<file path="config.mk">
export PLATFORM = sky130hd
export DESIGN_NAME = uart_rx_fifo
export DESIGN_NICKNAME = d
export VERILOG_FILES = /design/src/rtl/uart_rx_fifo.sv
export SDC_FILE = /design/constraint.sdc
export NUM_CORES = 1
export LEC_CHECK = 0
export BUFFER_PORTS_ARGS = -buffer_cell sky130_fd_sc_hd__buf_2
export CORE_ASPECT_RATIO = 0.6
export CORE_MARGIN = 8
export CORE_UTILIZATION = 50
export DETAILED_ROUTE_END_ITERATION = 8
export HOLD_SLACK_MARGIN = 0.1
export PLACE_DENSITY = 0.73
export SYNTH_ARGS = -nofsm -noshare
export SYNTH_HDL_FRONTEND = slang
export SYNTH_SLANG_ARGS = --single-unit
</file>
<file path="constraint.sdc">
create_clock -name sysclk -period 2.7 [get_ports sysclk]
set_input_delay 0.27 -clock sysclk [delete_from_list [all_inputs] [get_ports sysclk]]
set_output_delay 0.27 -clock sysclk [all_outputs]
set_load 0.03 [all_outputs]
</file>
<file path="src/rtl/uart_rx_fifo.sv">
// uart_rx_fifo: 16x-oversampled 8N1 UART receiver feeding a first-word-fall-through FIFO; define UART_RX_PARITY_EN for 8E1 with parity checking
module uart_rx_fifo #(
  parameter int CLK_HZ     = 100_000_000,
  parameter int BAUD       = 9600,
  parameter int FIFO_DEPTH = 4
) (
  input  logic                          sysclk,
  input  logic                          reset,
  input  logic                          UART_RX,
  input  logic                          rd,
  input  logic                          clr,
  output logic [7:0]                    rdata,
  output logic                          rx_valid,
  output logic [$clog2(FIFO_DEPTH):0]   rx_count,
  output logic                          overrun,
  output logic                          frame_err,
  output logic                          parity_err,
  output logic                          irq
);
  localparam int DIV = CLK_HZ / (BAUD * 16);
  localparam int TW  = $clog2(DIV);
  localparam int AW  = $clog2(FIFO_DEPTH);
  localparam int CW  = AW + 1;
`ifdef UART_RX_PARITY_EN
  typedef enum logic [2:0] {IDLE, START, DATA, PARITY, STOP} state_t;
`else
  typedef enum logic [2:0] {IDLE, START, DATA, STOP} state_t;
`endif
  state_t          state_q, state_d;
  logic            s1_q, rxs_q, rxp_q;
  logic [TW-1:0]   tcnt_q, tcnt_d;
  logic [3:0]      scnt_q, scnt_d;
  logic [2:0]      bcnt_q, bcnt_d;
  logic [7:0]      data_q, data_d;
  logic [7:0]      mem_q [FIFO_DEPTH];
  logic [AW-1:0]   wptr_q, rptr_q;
  logic [CW-1:0]   cnt_q, cnt_d;
  logic            ovr_q, fe_q;
  logic            tick, mid, last, push, fe_set, pop, full, wr;
  assign tick = tcnt_q == TW'(DIV - 1);
  assign mid  = tick && scnt_q == 4'd7;
  assign last = tick && scnt_q == 4'hf;
`ifdef UART_RX_PARITY_EN
  logic pe_q, pe_set;
  // sticky parity error, set wins over clear
  always_ff @(posedge sysclk or negedge reset) begin
    if (!reset) pe_q <= 1'b0;
    else pe_q <= pe_set || (pe_q && !clr);
  end
  assign parity_err = pe_q;
`else
  assign parity_err = 1'b0;
`endif
  // receive FSM next state plus bit-timing counters and data shifter
  always_comb begin
    state_d = state_q;
    tcnt_d  = tick ? '0 : tcnt_q + TW'(1);
    scnt_d  = tick ? scnt_q + 4'd1 : scnt_q;
    bcnt_d  = bcnt_q;
    data_d  = data_q;
    push    = 1'b0;
    fe_set  = 1'b0;
`ifdef UART_RX_PARITY_EN
    pe_set  = 1'b0;
`endif
    case (state_q)
      IDLE: if (rxp_q && !rxs_q) begin
        state_d = START;
        tcnt_d  = '0;
        scnt_d  = '0;
        bcnt_d  = '0;
      end
      START: if (mid) begin
        state_d = rxs_q ? IDLE : DATA;
        scnt_d  = '0;
      end
      DATA: if (last) begin
        data_d = {rxs_q, data_q[7:1]};
        bcnt_d = bcnt_q + 3'd1;
        if (bcnt_q == 3'd7) begin
`ifdef UART_RX_PARITY_EN
          state_d = PARITY;
`else
          state_d = STOP;
`endif
        end
      end
`ifdef UART_RX_PARITY_EN
      PARITY: if (last) begin
        pe_set  = ^{data_q, rxs_q};
        state_d = pe_set ? IDLE : STOP;
      end
`endif
      STOP: if (last) begin
        push    = rxs_q;
        fe_set  = !rxs_q;
        state_d = IDLE;
      end
      default: state_d = IDLE;
    endcase
  end
  assign pop   = rd && cnt_q != '0;
  assign full  = cnt_q == CW'(FIFO_DEPTH);
  assign wr    = push && (!full || pop);
  assign cnt_d = cnt_q + CW'(wr) - CW'(pop);
  // line synchronizer, FSM state, counters, FIFO pointers and sticky flags
  always_ff @(posedge sysclk or negedge reset) begin
    if (!reset) begin
      s1_q    <= 1'b1;
      rxs_q   <= 1'b1;
      rxp_q   <= 1'b1;
      state_q <= IDLE;
      tcnt_q  <= '0;
      scnt_q  <= '0;
      bcnt_q  <= '0;
      data_q  <= '0;
      wptr_q  <= '0;
      rptr_q  <= '0;
      cnt_q   <= '0;
      ovr_q   <= 1'b0;
      fe_q    <= 1'b0;
    end else begin
      s1_q    <= UART_RX;
      rxs_q   <= s1_q;
      rxp_q   <= rxs_q;
      state_q <= state_d;
      tcnt_q  <= tcnt_d;
      scnt_q  <= scnt_d;
      bcnt_q  <= bcnt_d;
      data_q  <= data_d;
      wptr_q  <= wr ? wptr_q + AW'(1) : wptr_q;
      rptr_q  <= pop ? rptr_q + AW'(1) : rptr_q;
      cnt_q   <= cnt_d;
      ovr_q   <= (push && !wr) || (ovr_q && !clr);
      fe_q    <= fe_set || (fe_q && !clr);
    end
  end
  // FIFO storage; left unreset because rdata is masked while empty
  always_ff @(posedge sysclk) begin
    if (wr) mem_q[wptr_q] <= data_q;
  end
  assign rx_valid  = cnt_q != '0;
  assign rx_count  = cnt_q;
  assign rdata     = rx_valid ? mem_q[rptr_q] : 8'h00;
  assign overrun   = ovr_q;
  assign frame_err = fe_q;
  assign irq       = rx_valid;
endmodule

</file>
== After elaboration in Yosys (flattened, before gate mapping) ==
Memory sizes are Yosys's and may differ from the RTL's.
Cells that the tools add are included.

* Add/sub/neg operators: 7
* Equal/unequal tests: 13
* Multiplexer cells: 24
* Reductions and logical operators: 21

{| class="wikitable"
|+ Operator list
! operator !! count
|-
| two-way mux 10 bit || 3
|-
| two-way mux 3 bit || 7
|-
| two-way mux 4 bit || 3
|-
| case mux 3 bit (4 select lines) || 1
|-
| adder 10 x 1 -> 10 bit, second input constant || 1
|-
| == test 10 bit, second input constant || 1
|-
| inequality test 2 bit, second input constant || 5
|-
| logical AND 1 bit || 8
|-
| two-way mux 8 bit || 1
|-
| case mux 4 bit (2 select lines) || 1
|-
| == test 3 x 2 -> 1 bit, second input constant || 2
|-
| == test 3 bit, second input constant || 2
|-
| two-way mux 1 bit || 6
|-
| case mux 3 bit (2 select lines) || 1
|-
| AND reduction 5 bit || 1
|-
| adder 2 x 1 -> 2 bit, second input constant || 2
|-
| adder 4 x 1 -> 4 bit, second input constant || 1
|-
| == test 4 x 3 -> 1 bit, second input constant || 1
|-
| == test 4 bit, second input constant || 1
|-
| logical NOT 1 bit || 4
|-
| adder 3 x 1 -> 3 bit || 1
|-
| adder 3 x 1 -> 3 bit, second input constant || 1
|-
| == test 3 x 1 -> 1 bit, second input constant || 1
|-
| logical NOT 3 bit || 1
|-
| other kinds (7) || 9
|}

* Register bits after elaboration: 40
* RAM bits: 32
* Input port bits: 5
* Logic and storage cells: 79
* Memories: 1

{| class="wikitable"
|+ Memories
! name !! depth !! width !! read ports !! clocked after Yosys merged registers in !! write ports !! line !! RTL
|-
| mem_q || 4 || 8 || 1 || 0 || 1 || 35 || <nowiki>logic [7:0] mem_q [FIFO_DEPTH];</nowiki>
|}

== Longest topological paths before layout ==
Gate-level depths: netlist (run 1).

* Depth in word-level cells: 8
* Gate-level depth with buffers: 12
* Mapped depth without buffers: 12

== Worst setup path before layout (run 1) ==
Ideal clock, no wire load.

* Path type: register to register
* Start: register cnt_q[2], in the netlist rx_count[2]
* End: register cnt_q[2], in the netlist rx_count[2]
* Library setup time: 134 ps
* Arrival time: 2570 ps
* Slack: -4 ps
* Stages on the path, launching flop included: 10
* Path buffers: 1
* Path through: dfrtp_1 -> or3_1 -> clkbuf_1 -> and2_1 -> ha_1 -> inv_1 -> ha_1 -> fa_1 -> xor2_1 -> xnor2_1

* Word-level cells in the longest chain between the ends: 6

{| class="wikitable"
|+ Ends and longest elaborated chain
! what !! line !! RTL
|-
| start: declaration || 37 || <nowiki>logic [CW-1:0] cnt_q, cnt_d;</nowiki>
|-
| start signal: assignment || 133 || <nowiki>cnt_q <= cnt_d;</nowiki>
|-
| nonzero test 3 bit * || -- ||
|-
| net irq || 18 || <nowiki>output logic irq</nowiki>
|-
| logical AND 1 bit * || 102 || <nowiki>assign pop = rd && cnt_q != '0;</nowiki>
|-
| net pop || 39 || <nowiki>logic tick, mid, last, push, fe_set, pop, full, wr;</nowiki>
|-
| logical OR 1 bit || 104 || <nowiki>assign wr = push && (!full || pop);</nowiki>
|-
| logical AND 1 bit || 104 ||
|-
| adder 3 x 1 -> 3 bit || 105 || <nowiki>assign cnt_d = cnt_q + CW'(wr) - CW'(pop);</nowiki>
|-
| subtractor 3 x 1 -> 3 bit * || 105 ||
|-
| net cnt_d[2] || 37 ||
|}

Mark *: on every way through the listed nets, which the timed path passes. The rest lies on a longest branch.
A chain may end at the register's enable or synchronous reset.

== Worst setup path after layout (run 1) ==
* Start: register tcnt_q[5]
* End: register cnt_q[2], in the netlist rx_count[2]

* Word-level cells in the longest chain between the ends: 7

{| class="wikitable"
|+ Ends and longest elaborated chain
! what !! line !! RTL
|-
| start: declaration || 31 || <nowiki>logic [TW-1:0] tcnt_q, tcnt_d;</nowiki>
|-
| start signal: assignment || 127 || <nowiki>tcnt_q <= tcnt_d;</nowiki>
|-
| == test 10 bit || 40 || <nowiki>assign tick = tcnt_q == TW'(DIV - 1);</nowiki>
|-
| logical AND 1 bit || 42 || <nowiki>assign last = tick && scnt_q == 4'hf;</nowiki>
|-
| two-way mux 1 bit || 94 || <nowiki>STOP: if (last) begin</nowiki>
|-
| two-way mux 1 bit || 66 || <nowiki>case (state_q)</nowiki>
|-
| logical AND 1 bit || 104 ||
|-
| adder 3 x 1 -> 3 bit || 105 ||
|-
| subtractor 3 x 1 -> 3 bit || 105 ||
|-
| net cnt_d[2] || 37 ||
|}

The timed path passes the listed nets, and every way through them passes these cells.

==> results of run 1 <==
[critical path, cell delays in order, from the launching register on]
cell and delay, ns:
dfrtp_1 0.45, nor4b_4 0.32, nand4_1 0.20, nor3b_2 0.26, inv_1 0.06, ha_1 0.27
inv_1 0.04, ha_1 0.18, fa_1 0.39, xor2_1 0.17, xnor2_1 0.12
[where the power goes]
part | total, uW | switching [uW] | internal [uW]
Clock | 894 | 376 | 518
Sequential | 1380 | 162 | 1220
Combinational | 504 | 263 | 241
Total | 2780 | 801 | 1980
[final cells by class]
type | instances | area (um^2) | share of cell area [%]
clock buffers | 10 | 128 | 3.55
clock inverters | 6 | 86.3 | 2.40
inverters | 11 | 41.3 | 1.15
multi-input cells | 130 | 1090 | 30.5
flip-flops and latches | 71 | 1940 | 54.0
well taps | 84 | 105 | 2.92
repair buffers | 32 | 198 | 5.50
[sequential cells by signal (all words and copies together), names as in the netlist]
| register | flops |
|---|---|
| rxs_q | 1 |
| mem_q | 32 |
| rxp_q | 1 |
| overrun | 1 |
| state_q | 2 |
| rx_count | 3 |
| bcnt_q | 3 |
| s1_q | 1 |
| scnt_q | 4 |
| frame_err | 1 |
| tcnt_q | 10 |
| wptr_q | 2 |
| rptr_q | 2 |
| data_q | 8 |
[metrics by stage]
step                total power [uW]  worst slack (ns)  std cells  hold WS [ns]
detailed placement              1900            0.0961        324         0.352
CTS                             2810            0.0605        342         0.120
global route                    2920           0.00670        344         0.118
global placement                1880             0.191        324         0.346
floorplan                       1740            0.0795        220       -0.0256
finish                          2780             0.130        344         0.136
[metal layers]
| metal | up-vias | wire length [um] | GRT usage [%] | share of wire, % |
|---|---|---|---|---|
| li1 | 852 | - | - | - |
| met2 | 31 | 2380 | 18.5 | 43 |
| met4 | 0 | 53 | 3.81 | 0.95 |
| met1 | 908 | 2830 | 17.6 | 51 |
| met5 | - | 0 | 0 | 0 |
| met3 | 5 | 288 | 6.07 | 5.2 |
[timing repair]
item | 4_1_cts | 5_1_grt
hold buffers | 2 | 0
hold endpoints to repair | 37 | 0
resized for setup | 0 | 3
setup endpoints to repair | 0 | 1
buffers inserted | 0 | 2
[synth_stat cells]
library cell / n
or4b_2: 1
buf_6: 1
nor4b_1: 2
or3_1: 2
inv_1: 11
clkbuf_1: 3
o21ai_0: 1
and3_1: 2
nor4b_4: 1
and4_1: 1
nand3_1: 8
nor4bb_1: 1
mux2_2: 9
ha_1: 11
nor3b_2: 1
dfrtp_1: 36
nor3_1: 3
conb_1: 1
mux2i_1: 3
nand4_1: 2
dfstp_2: 3
buf_4: 2
nand3_2: 1
a21oi_1: 5
a22oi_1: 1
xnor2_1: 9
a2bb2oi_1: 1
nor3b_1: 1
nor2_1: 16
edfxtp_1: 32
or4_1: 1
nand3b_1: 1
xor2_1: 5
buf_2: 2
a31o_2: 1
nand2_1: 13
and2_1: 14
o22ai_1: 2
nor4_2: 1
mux4_2: 8
fa_1: 1
[how the worst min path moves through the flow]
stage / endpoint / slack, ns / depth (start not counted)
floorplan: bcnt_q[0]$_DFFE_PN0P_ / -0.03 / 0
global placement: rxs_q$_DFF_PN1_ / 0.35 / 0
detailed placement: rxs_q$_DFF_PN1_ / 0.35 / 0
CTS: overrun$_DFF_PN0_ / 0.12 / 2
global route: overrun$_DFF_PN0_ / 0.12 / 2
finish: overrun$_DFF_PN0_ / 0.14 / 2
[cells by family after synthesis]
kind of cell / after synthesis / share of synthesized area [%]
XOR/XNOR: 14 / 3.94
multiplexers: 20 / 10.0
AO/OA/AOI/OAI: 11 / 2.17
AND/OR/NAND/NOR: 72 / 13.4
flip-flops: 71 / 62.4
buffers and inverters: 19 / 2.86
adder cells (fa/ha/maj): 12 / 5.07
other: 1 / 0.121
==> impl_metrics.env, run 1 <==
export IMPL_status="finished clean"
export IMPL_firstDrtPassIters=4
export IMPL_yosys_area_top_type="edfxtp_1"
export IMPL_dp_hpwl_mm=3.81
export IMPL_drtIter0Drc=100
export IMPL_worstSetupEndpoint="rx_count[2]$_DFF_PN0_"
export IMPL_htree_num_levels=3
export IMPL_clockBufferDepth=2
export IMPL_vias_per_cell=5.22
export IMPL_route_detailed_wl_per_inst_um=16.2
export IMPL_postLayoutCellArea_um2=3590
export IMPL_avgSynthCellArea_um2=14.1
export IMPL_crit_type="register to register"
export IMPL_ff2ff_path_depth=10
export IMPL_ys_seq_area_share_pct=62.4
export IMPL_grt_pass1_vias=1814
export IMPL_nets=272
export IMPL_vias=1796
export IMPL_fmax_mhz=389
export IMPL_crit_path_start="tcnt_q[5]$_DFF_PN0_"
export IMPL_cts_tree="yes"
export IMPL_hold_class="input port to register"
export IMPL_antenna_left=0
export IMPL_netlist_area_leader_share_pct=30.9
export IMPL_hp_start="clr"
export IMPL_clock_sinks=71
export IMPL_crit_fanout=4
export IMPL_grt_max_degree=40
export IMPL_drv_cap=0
export IMPL_num_rows=22
export IMPL_clk_pin_slew_worst_paths_ns=0.07
export IMPL_insertion_delay_ns=0.34
export IMPL_cp_end_kind="register"
export IMPL_syn_num_nets=237
export IMPL_synth_seq_cells=71
export IMPL_final_cell_mix="dfrtp_1 (36), edfxtp_1 (32), buf_2 (19)"
export IMPL_period_share_pct=95.2
export IMPL_synthCells=220
export IMPL_final_util_pct=59.3
export IMPL_fin_skew_ns=0.00597
export IMPL_drive_gt1_share_pct=28.1
export IMPL_start_util_pct=51.3
export IMPL_portBuffers=19
export IMPL_worst_slew_pin_slew_ns=0.868
export IMPL_rsz0062_at_grt="false"
export IMPL_yosys_warnings=0
export IMPL_ir_worst_vdd_mv=0.431
export IMPL_regToRegEndpoint="rx_count[2]$_DFF_PN0_"
export IMPL_grt_pass1_wl_mm=9.22
export IMPL_root_buffer="clkbuf_8"
export IMPL_cts_buffers_inserted=9
export IMPL_powerDensity_nw_per_um2=773
export IMPL_area_growth_pct=15.6
export IMPL_worst_setup_path_start_kind="register"
export IMPL_mappedNetlistArea_um2=3110
export IMPL_r2r_start="tcnt_q[5]$_DFF_PN0_"
export IMPL_layout_commonest_cell="dfrtp_1"
export IMPL_hold_violations=0
export IMPL_fillerInstances=501
export IMPL_synth_cell_types=41
export IMPL_remaining_drc_errors=0
export IMPL_slew_viol_final=0
export IMPL_grt_ovfl_total=0
export IMPL_die_x_um=118
export IMPL_die_area_um2=9080
export IMPL_routed_wl_mm=5.56
export IMPL_slew_headroom_pct=41.3
export IMPL_core_area_um2=6060
export IMPL_synth_area_leaders="edfxtp_1 (31%), dfrtp_1 (29%), mux4_2 (5.8%)"
export IMPL_finalSetupTns_ns=0
export IMPL_required_ns=2.93
export IMPL_crit_arrival_ns=2.80
export IMPL_rrSetupSlack_ns=0.13
export IMPL_grtUsageTotal_pct=13.1
export IMPL_setup_viol=0
export IMPL_ios=21
export IMPL_n_antenna_cell=0
export IMPL_final_min_clock_period_ns=2.57
export IMPL_post_dp_cell_area_um2=3330
export IMPL_antenna_found_initial=0
export IMPL_gp_congestion=0.785
export IMPL_total_leakage_power_uw=0.00156
export IMPL_die_height_um=77.1
No activity file was read; power rests on OpenSTA's default activity.
==> inputs of run 2 (changes only) <==
--- a/config.mk
+++ b/config.mk
@@ -12,6 +12,7 @@
 export DETAILED_ROUTE_END_ITERATION = 8
 export HOLD_SLACK_MARGIN = 0.1
 export PLACE_DENSITY = 0.73
+export REMOVE_ABC_BUFFERS = 1
 export SYNTH_ARGS = -nofsm -noshare
 export SYNTH_HDL_FRONTEND = slang
 export SYNTH_SLANG_ARGS = --single-unit
==> impl_metrics.env, run 2 (synthesis gave the netlist of run 1 again) <==
export IMPL_status="finished clean"
export IMPL_final_cell_mix="dfrtp_1 (36), edfxtp_1 (32), buf_2 (19)"
export IMPL_setup_ws_ns=0.181
export IMPL_period_share_pct=93.3
export IMPL_grt_pass1_wl_mm=8.83
export IMPL_grt_max_degree=40
export IMPL_antenna_left=0
export IMPL_grtUsageTotal_pct=12.4
export IMPL_timing_hold_ws_ns=0.139
export IMPL_layout_commonest_cell="dfrtp_1"
export IMPL_cts_buffers_inserted=9
export IMPL_largest_reg_flops=32
export IMPL_finalSetupTns_ns=0
export IMPL_area_growth_pct=16.5
export IMPL_worst_slew_pin_slew_ns=0.862
export IMPL_powerDensity_nw_per_um2=792
export IMPL_grt_ovfl_total=0
export IMPL_clockBufferDepth=2
export IMPL_insertion_delay_ns=0.34
export IMPL_top_regs="mem_q: 32 flops, tcnt_q: 10 flops, data_q: 8 flops"
export IMPL_ir_worst_vdd_mv=0.376
export IMPL_dp_cells=324
export IMPL_root_buffer="clkbuf_8"
export IMPL_vias_per_cell=5.16
export IMPL_clk_pin_slew_worst_paths_ns=0.08
export IMPL_clock_sinks=71
export IMPL_ff2ff_path_depth=10
export IMPL_firstDrtPassIters=4
export IMPL_place_ws_ns=0.120
export IMPL_nets=272
export IMPL_htree_num_levels=3
export IMPL_drv_cap=0
export IMPL_remaining_drc_errors=0
export IMPL_slew_viol_final=0
export IMPL_crit_fanout=6
export IMPL_drtIter0Drc=94
export IMPL_gp_congestion=0.800
export IMPL_postLayoutCellArea_um2=3620
export IMPL_route_detailed_wl_per_inst_um=15.3
export IMPL_routed_wl_mm=5.27
export IMPL_ios=21
export IMPL_fin_skew_ns=0.00675
export IMPL_setup_viol=0
export IMPL_portBuffers=19
export IMPL_worst_setup_path_start_kind="register"
export IMPL_crit_type="register to register"
export IMPL_core_area_um2=6060
export IMPL_cts_tree="yes"
export IMPL_total_leakage_power_uw=0.00157
export IMPL_fmax_mhz=397
export IMPL_cp_end_kind="register"
export IMPL_start_util_pct=51.3
export IMPL_final_min_clock_period_ns=2.52
export IMPL_whs_path_depth=2
export IMPL_post_dp_cell_area_um2=3330
export IMPL_die_area_um2=9080
export IMPL_grt_pass1_vias=1768
export IMPL_hold_violations=0
export IMPL_crit_arrival_ns=2.75
export IMPL_hold_class="input port to register"
export IMPL_slew_headroom_pct=42.6
export IMPL_antenna_found_initial=0
export IMPL_die_x_um=118
export IMPL_rrSetupSlack_ns=0.18
export IMPL_die_height_um=77.1
export IMPL_num_rows=22
export IMPL_dp_hpwl_mm=3.71
export IMPL_largest_register="mem_q"
export IMPL_required_ns=2.93
export IMPL_layoutNonFillerInstCount=344
export IMPL_vias=1774
export IMPL_drive_gt1_share_pct=28.5
export IMPL_n_antenna_cell=0
[run 2: cell types whose count changed in the layout (fill, tap and decap cells not counted), sizes merged]
cell | before | now
bufinv | 2 | 3
clkbuf | 10 | 9
clkinv | 3 | 2
inv | 11 | 12
[run 2: final cells by class]
| type | instances | area (um^2) |
|---|---|---|
| Sequential cell | 71 | 1940 |
| Tap cell | 84 | 105 |
| Inverter | 11 | 41.3 |
| Fill cell | 465 | 2430 |
| Clock buffer | 9 | 124 |
| Clock inverter | 7 | 120 |
| Timing Repair Buffer | 32 | 198 |
| Multi-Input combinational cell | 130 | 1090 |
[run 2: metal layers]
layer / vias to the layer above / track usage [%] / routed length, um
li1: 851 / - / -
met1: 870 / 16.8 / 2500
met2: 46 / 17.4 / 2250
met3: 7 / 4.61 / 439
met4: 0 / 4.96 / 76
met5: - / 0 / 0
[run 2: worst paths after layout]
check | from | to
setup / recovery | tcnt_q[4]$_DFF_PN0_ | rx_count[2]$_DFF_PN0_
hold reg to reg | s1_q$_DFF_PN1_ | rxs_q$_DFF_PN1_
hold / removal | clr | overrun$_DFF_PN0_
max in group asynchronous | reset | rptr_q[1]$_DFFE_PN0P_
setup reg to reg | tcnt_q[4]$_DFF_PN0_ | rx_count[2]$_DFF_PN0_
min in group asynchronous | reset | overrun$_DFF_PN0_
[run 2: timing repair]
action	CTS	global route
hold buffers	2	0
setup buffers	0	2
setup endpoints to repair	0	1
resized for setup	0	3
endpoints found under the hold margin	37	0
[run 2: power by group]
part / switching [uW] / internal (uW) / leakage, uW
Clock: 398 / 616 / 0.000120
Sequential: 166 / 1220 / 0.000871
Combinational: 244 / 229 / 0.000583
Total: 807 / 2060 / 0.00157
[run 2: through the flow]
step	util, %	power, uW
after floorplan	-	1710
after global placement	55.0	1870
after detailed placement	55.0	1880
after CTS	59.3	2890
after global routing	59.8	3010
final	59.8	2870
[run 2: worst max-delay path, stage by stage (launching register included)]
cell and delay [ns]:
dfrtp_1 0.45, nor4bb_1 0.31, nand4_1 0.21, nor3b_2 0.24, inv_1 0.06, ha_1 0.26, inv_1 0.04, ha_1 0.18
fa_1 0.38, xor2_1 0.16, xnor2_1 0.12
==> inputs of run 3 (changes only) <==
--- a/config.mk
+++ b/config.mk
@@ -9,10 +9,10 @@
 export CORE_ASPECT_RATIO = 0.6
 export CORE_MARGIN = 8
 export CORE_UTILIZATION = 50
+export CTS_BUF_LIST = sky130_fd_sc_hd__clkbuf_8
 export DETAILED_ROUTE_END_ITERATION = 8
 export HOLD_SLACK_MARGIN = 0.1
 export PLACE_DENSITY = 0.73
-export REMOVE_ABC_BUFFERS = 1
 export SYNTH_ARGS = -nofsm -noshare
 export SYNTH_HDL_FRONTEND = slang
 export SYNTH_SLANG_ARGS = --single-unit
==> impl_metrics.env, run 3 (synthesis gave the netlist of run 1 again) <==
export IMPL_status="finished clean"
export IMPL_cts_tree="yes"
export IMPL_clk_pin_slew_worst_paths_ns=0.07
export IMPL_die_area_um2=9080
export IMPL_insertion_delay_ns=0.34
export IMPL_htree_num_levels=3
export IMPL_grt_max_degree=40
export IMPL_final_cell_mix="dfrtp_1 (36), edfxtp_1 (32), buf_2 (19)"
export IMPL_routed_wl_mm=5.56
export IMPL_slew_viol_final=0
export IMPL_slew_headroom_pct=41.3
export IMPL_post_dp_cell_area_um2=3330
export IMPL_worst_setup_path_start_kind="register"
export IMPL_final_util_pct=59.3
export IMPL_firstDrtPassIters=4
export IMPL_total_leakage_power_uw=0.00156
export IMPL_root_buffer="clkbuf_8"
export IMPL_nets=272
export IMPL_dp_cells=324
export IMPL_required_ns=2.93
export IMPL_cts_buffers_inserted=9
export IMPL_die_x_um=118
export IMPL_setup_viol=0
export IMPL_portBuffers=19
export IMPL_hold_class="input port to register"
export IMPL_finalSetupTns_ns=0
export IMPL_clockBufferDepth=2
export IMPL_area_growth_pct=15.6
export IMPL_ios=21
export IMPL_die_height_um=77.1
export IMPL_layoutNonFillerInstCount=344
export IMPL_fin_skew_ns=0.00615
export IMPL_remaining_drc_errors=0
export IMPL_ir_worst_vdd_mv=0.431
export IMPL_vias_per_cell=5.23
export IMPL_final_min_clock_period_ns=2.57
export IMPL_grt_pass1_wl_mm=9.22
export IMPL_n_antenna_cell=0
export IMPL_period_share_pct=95.2
export IMPL_core_area_um2=6060
export IMPL_hp_start="clr"
export IMPL_rrSetupSlack_ns=0.13
export IMPL_clock_sinks=71
export IMPL_gp_congestion=0.785
export IMPL_largest_register="mem_q"
export IMPL_drv_cap=0
export IMPL_grtUsageTotal_pct=13.1
export IMPL_grt_ovfl_total=0
export IMPL_layout_commonest_cell="dfrtp_1"
export IMPL_start_util_pct=51.3
export IMPL_hold_violations=0
export IMPL_top_regs="mem_q: 32 flops, tcnt_q: 10 flops, data_q: 8 flops"
export IMPL_route_detailed_wl_per_inst_um=16.2
export IMPL_powerDensity_nw_per_um2=772
export IMPL_fmax_mhz=389
export IMPL_antenna_left=0
export IMPL_crit_path_start="tcnt_q[5]$_DFF_PN0_"
export IMPL_drive_gt1_share_pct=28.1
export IMPL_antenna_found_initial=0
export IMPL_crit_type="register to register"
export IMPL_drtIter0Drc=98
export IMPL_dp_hpwl_mm=3.81
export IMPL_crit_fanout=4
export IMPL_num_rows=22
export IMPL_r2r_start="tcnt_q[5]$_DFF_PN0_"
export IMPL_cp_end_kind="register"
export IMPL_vias=1799
export IMPL_rsz0062_at_grt="false"
export IMPL_postLayoutCellArea_um2=3590
export IMPL_crit_arrival_ns=2.80
export IMPL_grt_pass1_vias=1814
export IMPL_timing_hold_ws_ns=0.136
export IMPL_largest_reg_flops=32
export IMPL_worst_slew_pin_slew_ns=0.868
[run 3: changes by cell type in the layout (fill, tap and decap cells not counted), sizes merged]
cell	delta
bufinv	-1
clkinv	+1
[run 3: layout make-up]
type | instances | area, um^2
clock buffer | 9 | 124
clock inverter | 7 | 90.1
fill | 501 | 2460
inverter | 11 | 41.3
multi-input combinational | 130 | 1090
sequential | 71 | 1940
tap | 84 | 105
timing repair buffer | 32 | 198
[run 3: power by group]
group / leakage (uW) / total (uW) / internal [uW] / switching, uW
registers: 0.000871 / 1380 / 1220 / 161
clock network: 0.000110 / 891 / 514 / 376
logic: 0.000583 / 504 / 241 / 263
total: 0.00156 / 2770 / 1970 / 801
[run 3: path summary, 6_finish.rpt]
| path | end | cells after the start |
|---|---|---|
| worst max-delay path | rx_count[2]$_DFF_PN0_ | 10 |
| worst min-delay path | overrun$_DFF_PN0_ | 2 |
| worst max register to register | rx_count[2]$_DFF_PN0_ | 10 |
| worst min register to register | rxs_q$_DFF_PN1_ | 0 |
| max in group asynchronous | tcnt_q[7]$_DFF_PN0_ | 2 |
| min in group asynchronous | tcnt_q[8]$_DFF_PN0_ | 2 |
[run 3: through the flow]
stage	setup WS [ns]	power, uW
after detailed placement	0.0961	1900
after global placement	0.191	1880
after floorplan	0.0795	1740
final	0.131	2770
after CTS	0.0605	2800
after global routing	0.00670	2910
[run 3: per-layer routing]
metal | track usage [%] | routed length (um)
met4 | 3.81 | 53
met2 | 18.5 | 2390
met3 | 6.07 | 288
met5 | 0 | 0
met1 | 17.6 | 2830
[run 3: worst max-delay path, stage by stage (launching register included)]
cell     delay [ns]
dfrtp_1        0.45
nor4b_4        0.32
nand4_1        0.20
nor3b_2        0.26
inv_1          0.06
ha_1           0.27
inv_1          0.04
ha_1           0.18
fa_1           0.39
xor2_1         0.17
xnor2_1        0.12
[run 3: repair_timing]
item | 4_1_cts | 5_1_grt
gates resized for setup | 0 | 3
setup buffers | 0 | 2
hold buffers | 2 | 0
hold endpoints to repair | 37 | 0
endpoints found under the setup margin | 0 | 1
